<file path="src/rtl/mult_pkg.sv">
// Shared definitions for the shift-add multiplier control unit.
//   state_t : sequencer state encoding (3-bit binary)
//   N_DEF   : default operand width / iteration count
//   CW_DEF  : default iteration-count width (2**CW_DEF > N_DEF)
package mult_pkg;

   typedef enum logic [2:0] {
      S_IDLE  = 3'd0,
      S_LOAD  = 3'd1,
      S_BIT   = 3'd2,
      S_SHIFT = 3'd3,
      S_DONE  = 3'd4
   } state_t;

   localparam int N_DEF  = 32;
   localparam int CW_DEF = 6;

endpackage

</file>
<file path="src/rtl/mult_iter_counter.sv">
// Iteration counter for the multiplier sequencer.
//   Clk   : rising-edge clock
//   Rst   : asynchronous active-high reset, clears Count
//   Clr   : synchronous clear (wins over Inc)
//   Inc   : count one completed shift
//   Count : completed shifts, saturates at N
//   K     : combinational terminal flag, high when Count == N-1
module mult_iter_counter
   import mult_pkg::*;
#(
   parameter int N  = N_DEF,
   parameter int CW = CW_DEF
) (
   input  logic          Clk,
   input  logic          Rst,
   input  logic          Clr,
   input  logic          Inc,
   output logic [CW-1:0] Count,
   output logic          K
);

   assign K = (Count == CW'(N - 1));

   always_ff @(posedge Clk or posedge Rst) begin
      if (Rst) begin
         Count <= '0;
      end else if (Clr) begin
         Count <= '0;
      end else if (Inc && (Count != CW'(N))) begin
         Count <= Count + CW'(1);
      end
   end

endmodule

</file>
<file path="src/rtl/mult_sequencer.sv">
// Control unit for the shift-add multiplier datapath.
//   Clk   : rising-edge clock
//   Rst   : asynchronous active-high reset
//   St    : start request, only looked at in IDLE and DONE
//   M     : multiplier LSB, only looked at in BIT
//   Load  : load operands / clear accumulator (registered)
//   Ad    : add multiplicand into accumulator upper half (Mealy on M)
//   Sh    : shift accumulator right one bit (Mealy on M)
//   Done  : product valid (registered)
//   Busy  : sequencing in progress (registered)
//   Count : completed shifts, 0..N
module mult_sequencer
   import mult_pkg::*;
#(
   parameter int N  = N_DEF,
   parameter int CW = CW_DEF
) (
   input  logic          Clk,
   input  logic          Rst,
   input  logic          St,
   input  logic          M,
   output logic          Load,
   output logic          Ad,
   output logic          Sh,
   output logic          Done,
   output logic          Busy,
   output logic [CW-1:0] Count
);

   state_t state;
   logic   k;
   logic   in_bit;
   logic   in_shift;

   assign in_bit   = (state == S_BIT);
   assign in_shift = (state == S_SHIFT);

   // Ad/Sh decode M only while in BIT; the state term is 0 elsewhere,
   // so an unknown M outside BIT cannot reach either control.
   assign Ad = in_bit & M;
   assign Sh = in_shift | (in_bit & ~M);

   mult_iter_counter #(
      .N  (N),
      .CW (CW)
   ) u_counter (
      .Clk   (Clk),
      .Rst   (Rst),
      .Clr   (state == S_LOAD),
      .Inc   (Sh),
      .Count (Count),
      .K     (k)
   );

   // Load/Busy/Done are registered alongside the state transition so they
   // are glitch-free decodes of the state being entered.
   always_ff @(posedge Clk or posedge Rst) begin
      if (Rst) begin
         state <= S_IDLE;
         Load  <= 1'b0;
         Done  <= 1'b0;
         Busy  <= 1'b0;
      end else begin
         case (state)
            S_IDLE: begin
               if (St) begin
                  state <= S_LOAD;
                  Load  <= 1'b1;
                  Busy  <= 1'b1;
               end
            end
            S_LOAD: begin
               state <= S_BIT;
               Load  <= 1'b0;
            end
            S_BIT: begin
               if (M) begin
                  state <= S_SHIFT;
               end else if (k) begin
                  state <= S_DONE;
                  Busy  <= 1'b0;
                  Done  <= 1'b1;
               end
            end
            S_SHIFT: begin
               if (k) begin
                  state <= S_DONE;
                  Busy  <= 1'b0;
                  Done  <= 1'b1;
               end else begin
                  state <= S_BIT;
               end
            end
            S_DONE: begin
               if (!St) begin
                  state <= S_IDLE;
                  Done  <= 1'b0;
               end
            end
            default: begin
               state <= S_IDLE;
               Load  <= 1'b0;
               Done  <= 1'b0;
               Busy  <= 1'b0;
            end
         endcase
      end
   end

endmodule

</file>
<file path="config.mk">
export PLATFORM = sky130hd
export DESIGN_NAME = mult_sequencer
export DESIGN_NICKNAME = d
export VERILOG_FILES = /design/src/rtl/mult_pkg.sv /design/src/rtl/mult_iter_counter.sv /design/src/rtl/mult_sequencer.sv
export SDC_FILE = /design/constraint.sdc
export NUM_CORES = 1
export LEC_CHECK = 0
export BUFFER_PORTS_ARGS = -buffer_cell sky130_fd_sc_hd__buf_2
export CAP_MARGIN = 10
export CORE_MARGIN = 2
export CORE_UTILIZATION = 39
export CTS_BUF_LIST = sky130_fd_sc_hd__clkbuf_16
export CTS_CLUSTER_DIAMETER = 60
export DETAILED_ROUTE_END_ITERATION = 10
export GPL_TIMING_DRIVEN = 1
export PLACE_DENSITY_LB_ADDON = 0.08
export SETUP_SLACK_MARGIN = 0.15
export SYNTH_ARGS = -nofsm -noshare
export SYNTH_HDL_FRONTEND = slang
export SYNTH_HIERARCHICAL = 1
export SYNTH_SLANG_ARGS = --single-unit
</file>
<file path="constraint.sdc">
create_clock -name Clk -period 3.15 [get_ports Clk]
set_input_delay 0.4725 -clock Clk [delete_from_list [all_inputs] [get_ports Clk]]
set_output_delay 0.4725 -clock Clk [all_outputs]
set_load 0.005 [all_outputs]
</file>
; After elaboration in Yosys (flattened, before gate mapping)
; Index checks and enable logic that the tools add are counted.
; W data, S select, Z words.
[totals]
ff_bits = 12
in_bits = 4
out_inout_bits = 11
elab_cells = 50
[classes]
n_addsub = 1
n_eq_ne = 10
mux = 17
bitwise = 7
n_reduce_logical = 10
[op_table]
columns = cell, count
row1 = $mux W3, 5
row2 = $pmux W3 S5, 1
row3 = $mux W6, 2
row4 = $reduce_and A3 Y1, 3
row5 = $pmux W1 S4, 2
row6 = $add A6 B1 Y6 const B, 1
row7 = $eq A3 B2 Y1 const B, 2
row8 = $eq A6 B5 Y1 const B, 1
row9 = $mux W1, 6
row10 = $ne A2 B2 Y1 const B, 3
row11 = $ne A6 B6 Y1 const B, 1
row12 = $not A1 Y1, 4
row13 = $reduce_or A2 Y1, 2
row14 = $eq A3 B1 Y1 const B, 1
row15 = $eq A3 B3 Y1 const B, 1
row16 = $logic_not A3 Y1, 1
row17 = $ne A3 B3 Y1 const B, 1
row18 = $reduce_or A3 Y1, 1
row19 = $and A1 B1 Y1, 2
row20 = $pmux W1 S2, 1
row21 = $reduce_and A2 Y1, 1
row22 = $reduce_bool A2 Y1, 1
row23 = $logic_and A1 B1 Y1, 1
row24 = $or A1 B1 Y1, 1

; Longest topological paths before layout
; Gate-level depths: netlist of the first run.
[depth]
ltp_word = 6
mapped_depth = 6
ltp_nobuf = 5

; Modules after synthesis
; The synthesis of the first run kept the hierarchy.
[by_module_without_submodules]
columns = module, instances, cells_each, area_per_inst_um2, seq_area_each_um2
row1 = mult_iter_counter, 1, 43, 395.4, 150.1
row2 = mult_sequencer, 1, 32, 329.1, 150.1

; Worst setup path after synthesis of the first run
; No wires, ideal clock.
[synth_timing]
kind = register -> register
startpoint = register state[0]
endpoint = register u_counter.Count[1]
setup_time_ns = 0.139
arrival_time_ns = 1.580
required_ns = 3.011
slack_ns = 1.431
stages_incl_launch_ff = 6
n_path_buf = 1
synth_period_minus_slack_ns = 1.719
path_cell_list = dfrtp_1 > nand2b_4 > and3b_2 > buf_2 > nor4bb_1 > or4_1
[synth_between]
elab_chain_len = 5
word_cells_on_any_way = 8
cone_classes = eq/ne: 3 / mux: 1 / bitwise: 2 / reduce/logical: 2
[synth_lines]
columns = element, line_no
row1 = start: declaration, mult_sequencer.sv:30  ; state_t state;
row2 = start signal: assignment, mult_sequencer.sv:59  ; state <= S_IDLE;
row3 = start signal: assignment, mult_sequencer.sv:67  ; state <= S_LOAD;
row4 = start signal: assignment, mult_sequencer.sv:73  ; state <= S_BIT;
row5 = $eq A3 B2 Y1, mult_sequencer.sv:35  ; assign in_bit = (state == S_BIT);
row6 = $and A1 B1 Y1, mult_sequencer.sv:41  ; assign Sh = in_shift | (in_bit & ~M);
row7 = $or A1 B1 Y1 *, mult_sequencer.sv:41
row8 = named net Sh, mult_sequencer.sv:24  ; output logic Sh,
row9 = $logic_and A1 B1 Y1 *, mult_iter_counter.sv:29  ; end else if (Inc && (Count != CW'(N))) begin
row10 = $reduce_bool A2 Y1 (no source line) *, --
row11 = end signal: assignment, mult_iter_counter.sv:30  ; Count <= Count + CW'(1);
row12 = end: declaration, mult_iter_counter.sv:18  ; output logic [CW-1:0] Count,
; The timed path passes the listed nets; every way through them passes the cells marked *.
; A chain may end at the register's enable or synchronous reset.

; Worst setup path after layout of the first run
[layout_timing]
startpoint = register state[0]
endpoint = output Sh
[layout_between]
elab_chain_len = 3
word_cells_on_any_way = 4
cone_classes = eq/ne: 2 / bitwise: 2
[layout_lines]
columns = element, line_no
row1 = $eq A3 B2 Y1, mult_sequencer.sv:35
row2 = $and A1 B1 Y1, mult_sequencer.sv:41
row3 = $or A1 B1 Y1 *, mult_sequencer.sv:41
row4 = end: declaration, mult_sequencer.sv:24
; Mark *: on every way between the ends. The rest lies on a longest branch, timed or not.

==> results of run 1 <==
report_power, final:
group,total (mW),switching (mW),internal [mW]
combinational,0.394,0.188,0.206
sequential,0.334,0.106,0.228
clock,0.232,0.0646,0.167
cell families after synthesis:
logic type               synth area share
flip-flops                          0.415
adder cells (fa/ha/maj)            0.0345
multiplexers                       0.0138
AO/OA/AOI/OAI                       0.136
XOR/XNOR                           0.0242
AND/OR/NAND/NOR                     0.306
buffers and inverters              0.0708
final cells by class:
class	count	area [um2]	area share
Timing Repair Buffer	15	77.6	0.0878
Inverter	6	22.5	0.0255
Sequential cell	12	300	0.340
Clock buffer	3	75.1	0.0850
Clock inverter	1	3.75	0.00425
Multi-Input combinational cell	53	373	0.422
Tap cell	25	31.3	0.0354
routing by layer:
metal,GRT usage,up-vias,wire [um]
li1,-,300,-
met1,0.194,286,718
met5,0,-,0
met2,0.219,14,693
met3,0.0346,4,38
met4,0.117,0,33
state kept, by name, summed over array words and instances, names as in the netlist:
signal	flops
Load	1
u_counter/Count	6
state	3
Done	1
Busy	1
critical path, cell delays in order (launching register included):
cell	delay (ns)
dfrtp_1	0.46
nand2b_4	0.19
and3b_2	0.29
buf_2	0.15
cell usage in the layout (no fill, tap or decap), drive strengths merged, types with 3 or more instances in the layout:
cell / n
clkbuf: 3
buf: 15
nor3: 3
a21oi: 3
nor3b: 4
o21ai: 5
inv: 6
dfrtp: 12
nor2: 5
nand3: 3
nand2: 6
worst min path at each step:
| stage | endpoint | slack [ns] | depth (start not counted) |
|---|---|---|---|
| floorplan | Busy | 0.26 | 1 |
| global placement | Done | 0.41 | 2 |
| detailed placement | state[2] | 0.41 | 2 |
| CTS | state[2] | 0.16 | 2 |
| global route | state[2] | 0.17 | 2 |
| finish | state[2] | 0.16 | 2 |
stage by stage:
step,util,std cells,instance area (um2),total power [mW]
3_5_place_dp,0.461,111,805,0.731
2_1_floorplan,-,75,724,0.618
5_1_grt,0.506,115,883,1.04
6_report,0.506,115,883,0.960
3_3_place_gp,0.461,111,805,0.730
4_1_cts,0.506,115,883,0.972
==> results.md, run 1 <==
* Status: completed
* Vias at between 600 and 700
* Global route total overflow at 0
* VDD IR max at 0.469 mV
* Library cells used by synthesis at 37
* Post-synth EDFFs at 0
* Fin Setup TNS at 0 ns
* Critical Path End: Sh
* Gr usage total at 0.152
* Core Area at about 1700 um2
* Die Y at roughly 47 um
* DR pass1 iterations at 4
* Kind of critical path: register to primary output
* Site Rows at 15
* Top cells by count, synth: dfrtp_1 (12), inv_1 (6), nand2_1 (6)
* Slew Limit Fails at 0
* Critical Path Fanout Max at 10
* First-pass GRT wire length at 2220 um
* Root buf cell: clkbuf_16
* Critical Path Sink Type: primary output
* Pin slew with the least headroom to its limit at between 0.3 and 0.4 ns
* Net Count, Synth at a little over 80
* CP startpoint: state[0]
* Gpl congestion at between 0.7 and 0.8
* Hold Buf Count CTS at 0
* Async S/R FF share, synth at 1.00
* Cell taking the most area after synthesis: dfrtp_1
* CP arrival at roughly 1.3 ns
* Synthesis-to-layout area growth at 21.9%
* Worst hold slack at about 0.16 ns
* Worst setup margin at ~1.4 ns
* Syn Area/Cell at 9.66 um2
* Setup Viol. Count Final at 0
* Initial Util at 0.415
* Skew-Pair Late Insertion Delay at 0.24 ns
* # Post-CTS Setup Buffers at 0
* Post-DP HPWL at between 1000 and 1500 um
* Final Hold Vio Count at 0
* WL final at ~1500 um
* Die Width at approximately 47 um
* Synth warn at 6
* Share of the synthesized area in the top cell type at 0.415
* H-tree depth at 1
* Die ar. at roughly 2200 um2
* Remaining DRCs at 0
* Post-Syn Area at around 720 um2
* Top_reg_cell synth: dfrtp_1
* PortBufs at 14
* Period minus WS final at between 1.5 and 2 ns
* Post_cts resized at 0
* Worst-path clk slew at around 0.040 ns
* Io pins at 15
* Place WS at roughly 1.4 ns
* Reg-to-reg endpoint: u_counter/Count[1]
* Reg-to-reg startpoint: state[1]
* Fin nets at 97
* CP Data Required Time at between 2 and 3 ns
* Clock tree from TritonCTS: yes
* Register-to-Register Setup Slack at 1.37 ns
* Routed len/inst at roughly 13 um
* RSZ-0062 raised after global routing: false
* Antenna viol nets, final at 0
* Number of diodes at 0
* Crit start category: register
* Sequential share of the synthesized area at 0.415
* Clk_skew at ~0.0019 ns
* Layout cells sized above 1 at 0.267
* Num CTS Buffers at 3
* Seq cells post-synth at 12
* R2r worst-path depth at 4
* Maxcap violations at 0
* Max-slew headroom at 0.750
* Max Fclk at between 0.5 and 0.6 GHz
* Vias per cell at roughly 5.3
* Largest net degree at the start of global routing at 12
* LEAKAGE at between 0.4 and 0.5 nW
* Fin crit share at 0.570
* CTS Buffer Depth at 2
* Top-count cell post-synth: dfrtp_1
* Synth area leaders: dfrtp_1 (41%), ha_1 (3.5%), inv_1 (3.1%), nand2_1 (3.1%), nor3b_1 (3.1%)
* Antenna violations before repair at 0
* Hold/Removal Path Class: primary input to asynchronous set/reset pin
* Syn Inst Count at 75
* # fillers at between 150 and 200
* Vias in the first global route at 488
* TritonCTS Sinks at 12
* P per Cell Area at between 1000 and 1500 nW/um2
* DR iter-0 viols at 11
Note: power is estimated with default switching activity, not from simulation.
==> run 2, diff against run 1 <==
Clock period 3.15 ns to 1.8 ns, I/O delays scaled along.
==> run 2 against run 1 <==
Register-to-register slack worse by 1.1 ns. Total power up 85%. Clock power up 75%. Utilization up 3.4 points. Flip-flop and latch count unchanged. Via count unchanged. Final cell count up 6.1%. Setup slack worse by 1.1 ns. Design area up 6.8%. Critical path depth up 1. Critical endpoint is now u_counter/Count[1]. Highest routed layer unchanged.
==> results.md, run 2 (synthesis gave the netlist of run 1 again) <==
* Period minus WS final at around 1.6 ns
* Largest register FFs at 6 (unchanged)
* LEAKAGE at 0.444 nW (+8.1%)
* Vias at 604 (unchanged)
* P per Cell Area at 1890 nW/um2 (+74%)
* Register-to-Register Setup Slack at 0.24 ns (-1.13 ns)
* Kind of critical path: register to register
* Setup Viol. Count Final at 0 (unchanged)
* Worst-path clk slew at 0.04 ns (about the same)
* Global route total overflow at 0 (unchanged)
* Non-Filler Instances at 122 (+6.1%)
* Clk_skew at 0.00309 ns (+0.00120 ns)
* RSZ-0062 raised after global routing: false
* Die ar. at 2220 um2 (unchanged)
* Top flop regs: u_counter/Count (6), state (3)
* Max-slew headroom at 0.783 (+0.0327)
* Critical Path Max Stage Delay at 0.52 ns (+0.06 ns)
* Vias per cell at 4.95 (-5.7%)
* Io pins at 15 (unchanged)
* Leading cell type in the layout, fill and taps excluded: buf_2
* Reg-to-reg endpoint: u_counter/Count[1]
* Antenna violations before repair at 0 (unchanged)
* Synthesis-to-layout area growth at 30.2%
* Worst path cell trace: nand2b_4 -> and3b_2 -> nor4bb_1 -> or4_1
* Root buf cell: clkbuf_16
* PortBufs at 14 (unchanged)
* Antenna viol nets, final at 0 (unchanged)
* Slew Limit Fails at 0 (unchanged)
* R2r worst-path depth at 4 (unchanged)
* Site Rows at 15 (unchanged)
* Remaining DRCs at 0 (unchanged)
* Fin crit share at 0.869
* Critical Path End: u_counter/Count[1]
* Skew-Pair Late Insertion Delay at 0.24 ns (about the same)
* Reg-to-reg startpoint: state[0]
* Hold/Removal Path Class: primary input to register
* Total power at 1.78 mW (+85%)
* Post-DP HPWL at 1140 um (+8.8%)
* Final Hold Vio Count at 0 (unchanged)
* Largest register by flop count: u_counter/Count
* Critical Path Fanout Max at 5 (-5)
* Gpl congestion at 0.800 (+3.9%)
* Initial Util at 0.415 (unchanged)
* Die Y at 47.1 um (unchanged)
* Post-route cell area at 943 um2 (+6.8%)
* Worst hold slack at 0.333 ns (+0.177 ns)
* Critical path's slowest cell: or4_1
* # placed instances at 117 (+5.4%)
* Fin Setup TNS at 0 ns (unchanged)
* Num CTS Buffers at 3 (unchanged)
* CTS Buffer Depth at 2 (unchanged)
* CP startpoint: state[0]
* Layout cells sized above 1 at 0.330 (+0.0632)
* Clock tree from TritonCTS: yes
* Max Fclk at 0.639 GHz
* Fin nets at 104 (+7.2%)
* DR iter-0 viols at 6 (-5)
* Core Area at 1750 um2 (unchanged)
* Status: completed
* Vias in the first global route at 542 (+11%)
* CP Data Required Time at 1.91 ns (-0.77 ns)
* Gr usage total at 0.168 (+0.0166)
* Maxcap violations at 0 (unchanged)
* First-pass GRT wire length at 2420 um (+8.7%)
* H-tree depth at 1 (unchanged)
* CP arrival at 1.67 ns (+0.35 ns)
* Crit start category: register
* Die Width at 47.1 um (unchanged)
* Critical Path Sink Type: register
* Number of diodes at 0 (unchanged)
* Pin slew with the least headroom to its limit at 0.324 ns (-0.0504 ns)
* Most frequent cells in the layout: buf_2 (14), dfrtp_1 (12), buf_4 (7), nand2_1 (6), inv_1 (5)
* Routed len/inst at 12.0 um (-6.6%)
* VDD IR max at 0.827 mV (+76%)
* Largest net degree at the start of global routing at 10 (-2)
* Placed cell area at 855 um2 (+6.2%)
* TritonCTS Sinks at 12 (unchanged)
* DR pass1 iterations at 3 (-1)
* WL final at 1470 um (-0.88%)
-- run 2: cell types whose count changed in the layout (fill, tap and decap cells not counted), sizes merged --
| cell | before | now |
|---|---|---|
| buf | 15 | 21 |
| dlygate4sd3 | 0 | 1 |
-- run 2: worst max-delay path, delay by kind of cell (launching register included) --
family / cells / cell delay [ns]
flops: 1 / 0.38
simple gates: 4 / 1.05
-- run 2: how the worst min path moves through the flow --
stage                     from       end  slack [ns]  cells past startpoint
final                       St      Done        0.33                      3
after global placement     Rst      Done        0.21                      2
after CTS                   St  state[2]        0.33                      3
after floorplan            Rst      Busy        0.06                      1
after detailed placement   Rst      Load        0.21                      2
after global routing        St  state[2]        0.34                      3
-- run 2: what timing repair did --
action                     4_1_cts  5_1_grt
hold endpoints to repair        12        0
hold buffers                     1        0
setup endpoints to repair        0        1
resized for setup                0        1
buffers inserted                 0        0
-- run 2: per-layer routing --
| layer | global-route usage | part of all wire |
|---|---|---|
| met1 | 0.230 | 0.53 |
| met2 | 0.219 | 0.44 |
| met3 | 0.0577 | 0.012 |
| met4 | 0.117 | 0.013 |
| met5 | 0 | 0 |
-- run 2: area by class of cell --
cell class / count / area (um2)
repair buffers: 22 / 133
fillers: 160 / 802
clock buffers: 3 / 75.1
inverters: 6 / 22.5
flip-flops and latches: 12 / 300
clock inverters: 1 / 3.75
well taps: 25 / 31.3
multi-input cells: 53 / 378
-- run 2: through the flow --
step,worst slack (ns),utilization
final,0.236,0.541
after global routing,0.171,0.541
after floorplan,0.122,-
after global placement,0.250,0.490
after CTS,0.222,0.541
after detailed placement,0.233,0.490
-- run 2: power by group --
part           switching, mW  internal (mW)
sequential             0.119          0.400
clock                  0.114          0.292
combinational          0.415          0.440
total                  0.648           1.13
==> run 3, diff against run 2 <==
Settings changed: CELL_PAD_IN_SITES_DETAIL_PLACEMENT from default to 2, CELL_PAD_IN_SITES_GLOBAL_PLACEMENT from default to 2, CORE_UTILIZATION 39 to 31, TNS_END_PERCENT from default to 30.
==> run 3 against run 2 <==
Register-to-register slack got worse by 0.06 ns. Routed wire length rose by 36%. Clock power rose by 3%. Clock-buffer cell count did not move. First-iteration DRC count did not move. Sequential share of layout area fell by 0.57 points. Critical endpoint unchanged. Largest cell class unchanged. Highest routed layer unchanged.
==> results.md, run 3 (synthesis gave the netlist of run 1 again) <==
* DR pass1 iterations at 3 (unchanged)
* Vias per cell at 5.10 (+3.1%)
* Hold/Removal Path Class: primary input to register
* Post-DP HPWL at 1460 um (+28%)
* Vias at 643 (+6.5%)
* Placed cell area at 836 um2 (-2.2%)
* Worst-path clk slew at 0.05 ns (about the same)
* CP startpoint: state[0]
* Largest net degree at the start of global routing at 10 (unchanged)
* Crit start category: register
* Remaining DRCs at 0 (unchanged)
* DR iter-0 viols at 6 (unchanged)
* TritonCTS Sinks at 12 (unchanged)
* Setup Viol. Count Final at 0 (unchanged)
* Fin nets at 105 (+0.96%)
* Clock power share at 0.225 (-0.003)
* Slew Limit Fails at 0 (unchanged)
* Max-slew headroom at 0.770 (-0.0130)
* Status: completed
* LEAKAGE at 0.446 nW (+0.38%)
* HP Start: St
* Io pins at 15 (unchanged)
* Die ar. at 2740 um2 (+23%)
* Site Rows at 17 (+2)
* PortBufs at 14 (unchanged)
* Initial Util at 0.327 (-0.0876)
* Number of diodes at 0 (unchanged)
* Final Hold Vio Count at 0 (unchanged)
* Kind of critical path: register to register
* Sw power at 717 uW (+11%)
* Net Sw Frac at 0.383 (+0.0192)
* Fin crit share at 0.903 (+0.0338)
* Die Width at 52.3 um (+11%)
* Int Pwr at 1.15 mW (+1.9%)
* Largest register FFs at 6 (unchanged)
* Antenna violations before repair at 0 (unchanged)
* Most frequent cells in the layout: buf_2 (14), dfrtp_1 (11), buf_4 (8), nand2_1 (6)
* CTS Buffer Depth at 2 (unchanged)
* Antenna viol nets, final at 0 (unchanged)
* Hold Crit Depth at 3 (unchanged)
* CP Data Required Time at 1.91 ns (about the same)
* Maxcap violations at 0 (unchanged)
* Core Area at 2210 um2 (+27%)
* Max Fclk at 0.615 GHz (-3.7%)
* Die Y at 52.3 um (+11%)
* VDD IR max at 0.637 mV (-23%)
* R2r worst-path depth at 4 (unchanged)
* Fin Setup TNS at 0 ns (unchanged)
* Num CTS Buffers at 3 (unchanged)
* Pin slew with the least headroom to its limit at 0.343 ns (+0.0183 ns)
* Period minus WS final at 1.63 ns (+0.0608 ns)
* Top flop regs: u_counter/Count (6), state (3)
* Reg-to-reg startpoint: state[0]
* Gr usage total at 0.169 (+0.00104)
* H-tree depth at 1 (unchanged)
* Global route total overflow at 0 (unchanged)
* Skew-Pair Late Insertion Delay at 0.24 ns (about the same)
* Clock tree from TritonCTS: yes
* Clk_skew at 0.00183 ns (-0.00126 ns)
* Reg power frac at 0.301 (+0.010)
* Vias in the first global route at 677 (+25%)
* First-pass GRT wire length at 3210 um (+33%)
* Post-route cell area at 965 um2 (+2.3%)
* Layout cells sized above 1 at 0.367 (+0.0375)
* Root buf cell: clkbuf_16
* Largest register by flop count: u_counter/Count
* WL final at 2000 um (+36%)
* Combinational share of power at 0.475 (-0.005)
* Critical Path Sink Type: register
* Gpl congestion at 0.704 (-12%)
* Critical Path Fanout Max at 7 (+2)
* RSZ-0062 raised after global routing: true
* P per Cell Area at 1940 nW/um2 (+2.7%)
* Leading cell type in the layout, fill and taps excluded: buf_2
* Routed len/inst at 15.8 um (+32%)
* Synthesis-to-layout area growth at 33.2%
* CP arrival at 1.73 ns (+0.06 ns)
==> run 3: cell types whose count changed in the layout (fill, tap and decap cells not counted) <==
| cell | delta |
|---|---|
| buf_4 | +1 |
| dfrtp_1 | -1 |
| dfrtp_2 | +1 |
| ha_1 | -1 |
| ha_2 | +1 |
| inv_1 | -1 |
| inv_2 | +1 |
| nor3b_2 | -1 |
| nor3b_4 | +1 |
==> run 3: critical path, stage by stage (launching register included) <==
cell and delay, ns:
dfrtp_1 0.40, nand2b_4 0.16, and3b_2 0.25, nor4bb_1 0.15, or4_1 0.53
==> run 3: path summary, 6_finish.rpt <==
path | end | slack, ns
max | u_counter/Count[1] | 0.17
min | state[2] | 0.34
max reg2reg | u_counter/Count[1] | 0.17
min reg2reg | Load | 0.51
max in group asynchronous | u_counter/Count[0] | 1.07
min in group asynchronous | Done | 0.50
==> run 3: power groups by stage <==
stage / combinational [mW] / sequential (mW) / clock [mW]
floorplan: 0.571 / 0.536 / 0
global placement: 0.778 / 0.552 / 0
detailed placement: 0.808 / 0.556 / 0
CTS: 0.867 / 0.563 / 0.430
global route: 1.00 / 0.590 / 0.444
finish: 0.887 / 0.562 / 0.420
==> run 3: metal layers <==
metal  vias to the layer above  part of all wire  global-route usage
li1                        312                 -                   -
met1                       316              0.47               0.212
met2                        10              0.48               0.269
met3                         5             0.028              0.0371
met4                         0             0.018              0.0897
met5                         -                 0                   0
==> run 3: final cells by class <==
type                            count  area (um2)
Inverter                            6        22.5
Multi-Input combinational cell     53         387
Clock inverter                      1        3.75
Timing Repair Buffer               23         140
Tap cell                           28        35.0
Sequential cell                    12         302
Fill cell                         257        1250
Clock buffer                        3        75.1
==> run 3: timing repair <==
item                                    4_1_cts  5_1_grt
endpoints found under the setup margin        1        2
hold endpoints to repair                     12        0
setup buffers                                 2        2
pin swaps                                     0        1
hold buffers                                  1        0
gates resized for setup                       2        3
==> run 3: per-stage QoR <==
| step | util | hold slack [ns] | total power, mW | instances | worst slack, ns |
|---|---|---|---|---|---|
| after global placement | 0.378 | 0.219 | 1.33 | 117 | 0.171 |
| final | 0.436 | 0.339 | 1.87 | 126 | 0.175 |
| after floorplan | - | 0.0610 | 1.11 | 75 | 0.122 |
| after global routing | 0.436 | 0.354 | 2.04 | 126 | 0.0989 |
| after CTS | 0.428 | 0.341 | 1.86 | 124 | 0.163 |
| after detailed placement | 0.378 | 0.219 | 1.36 | 117 | 0.120 |
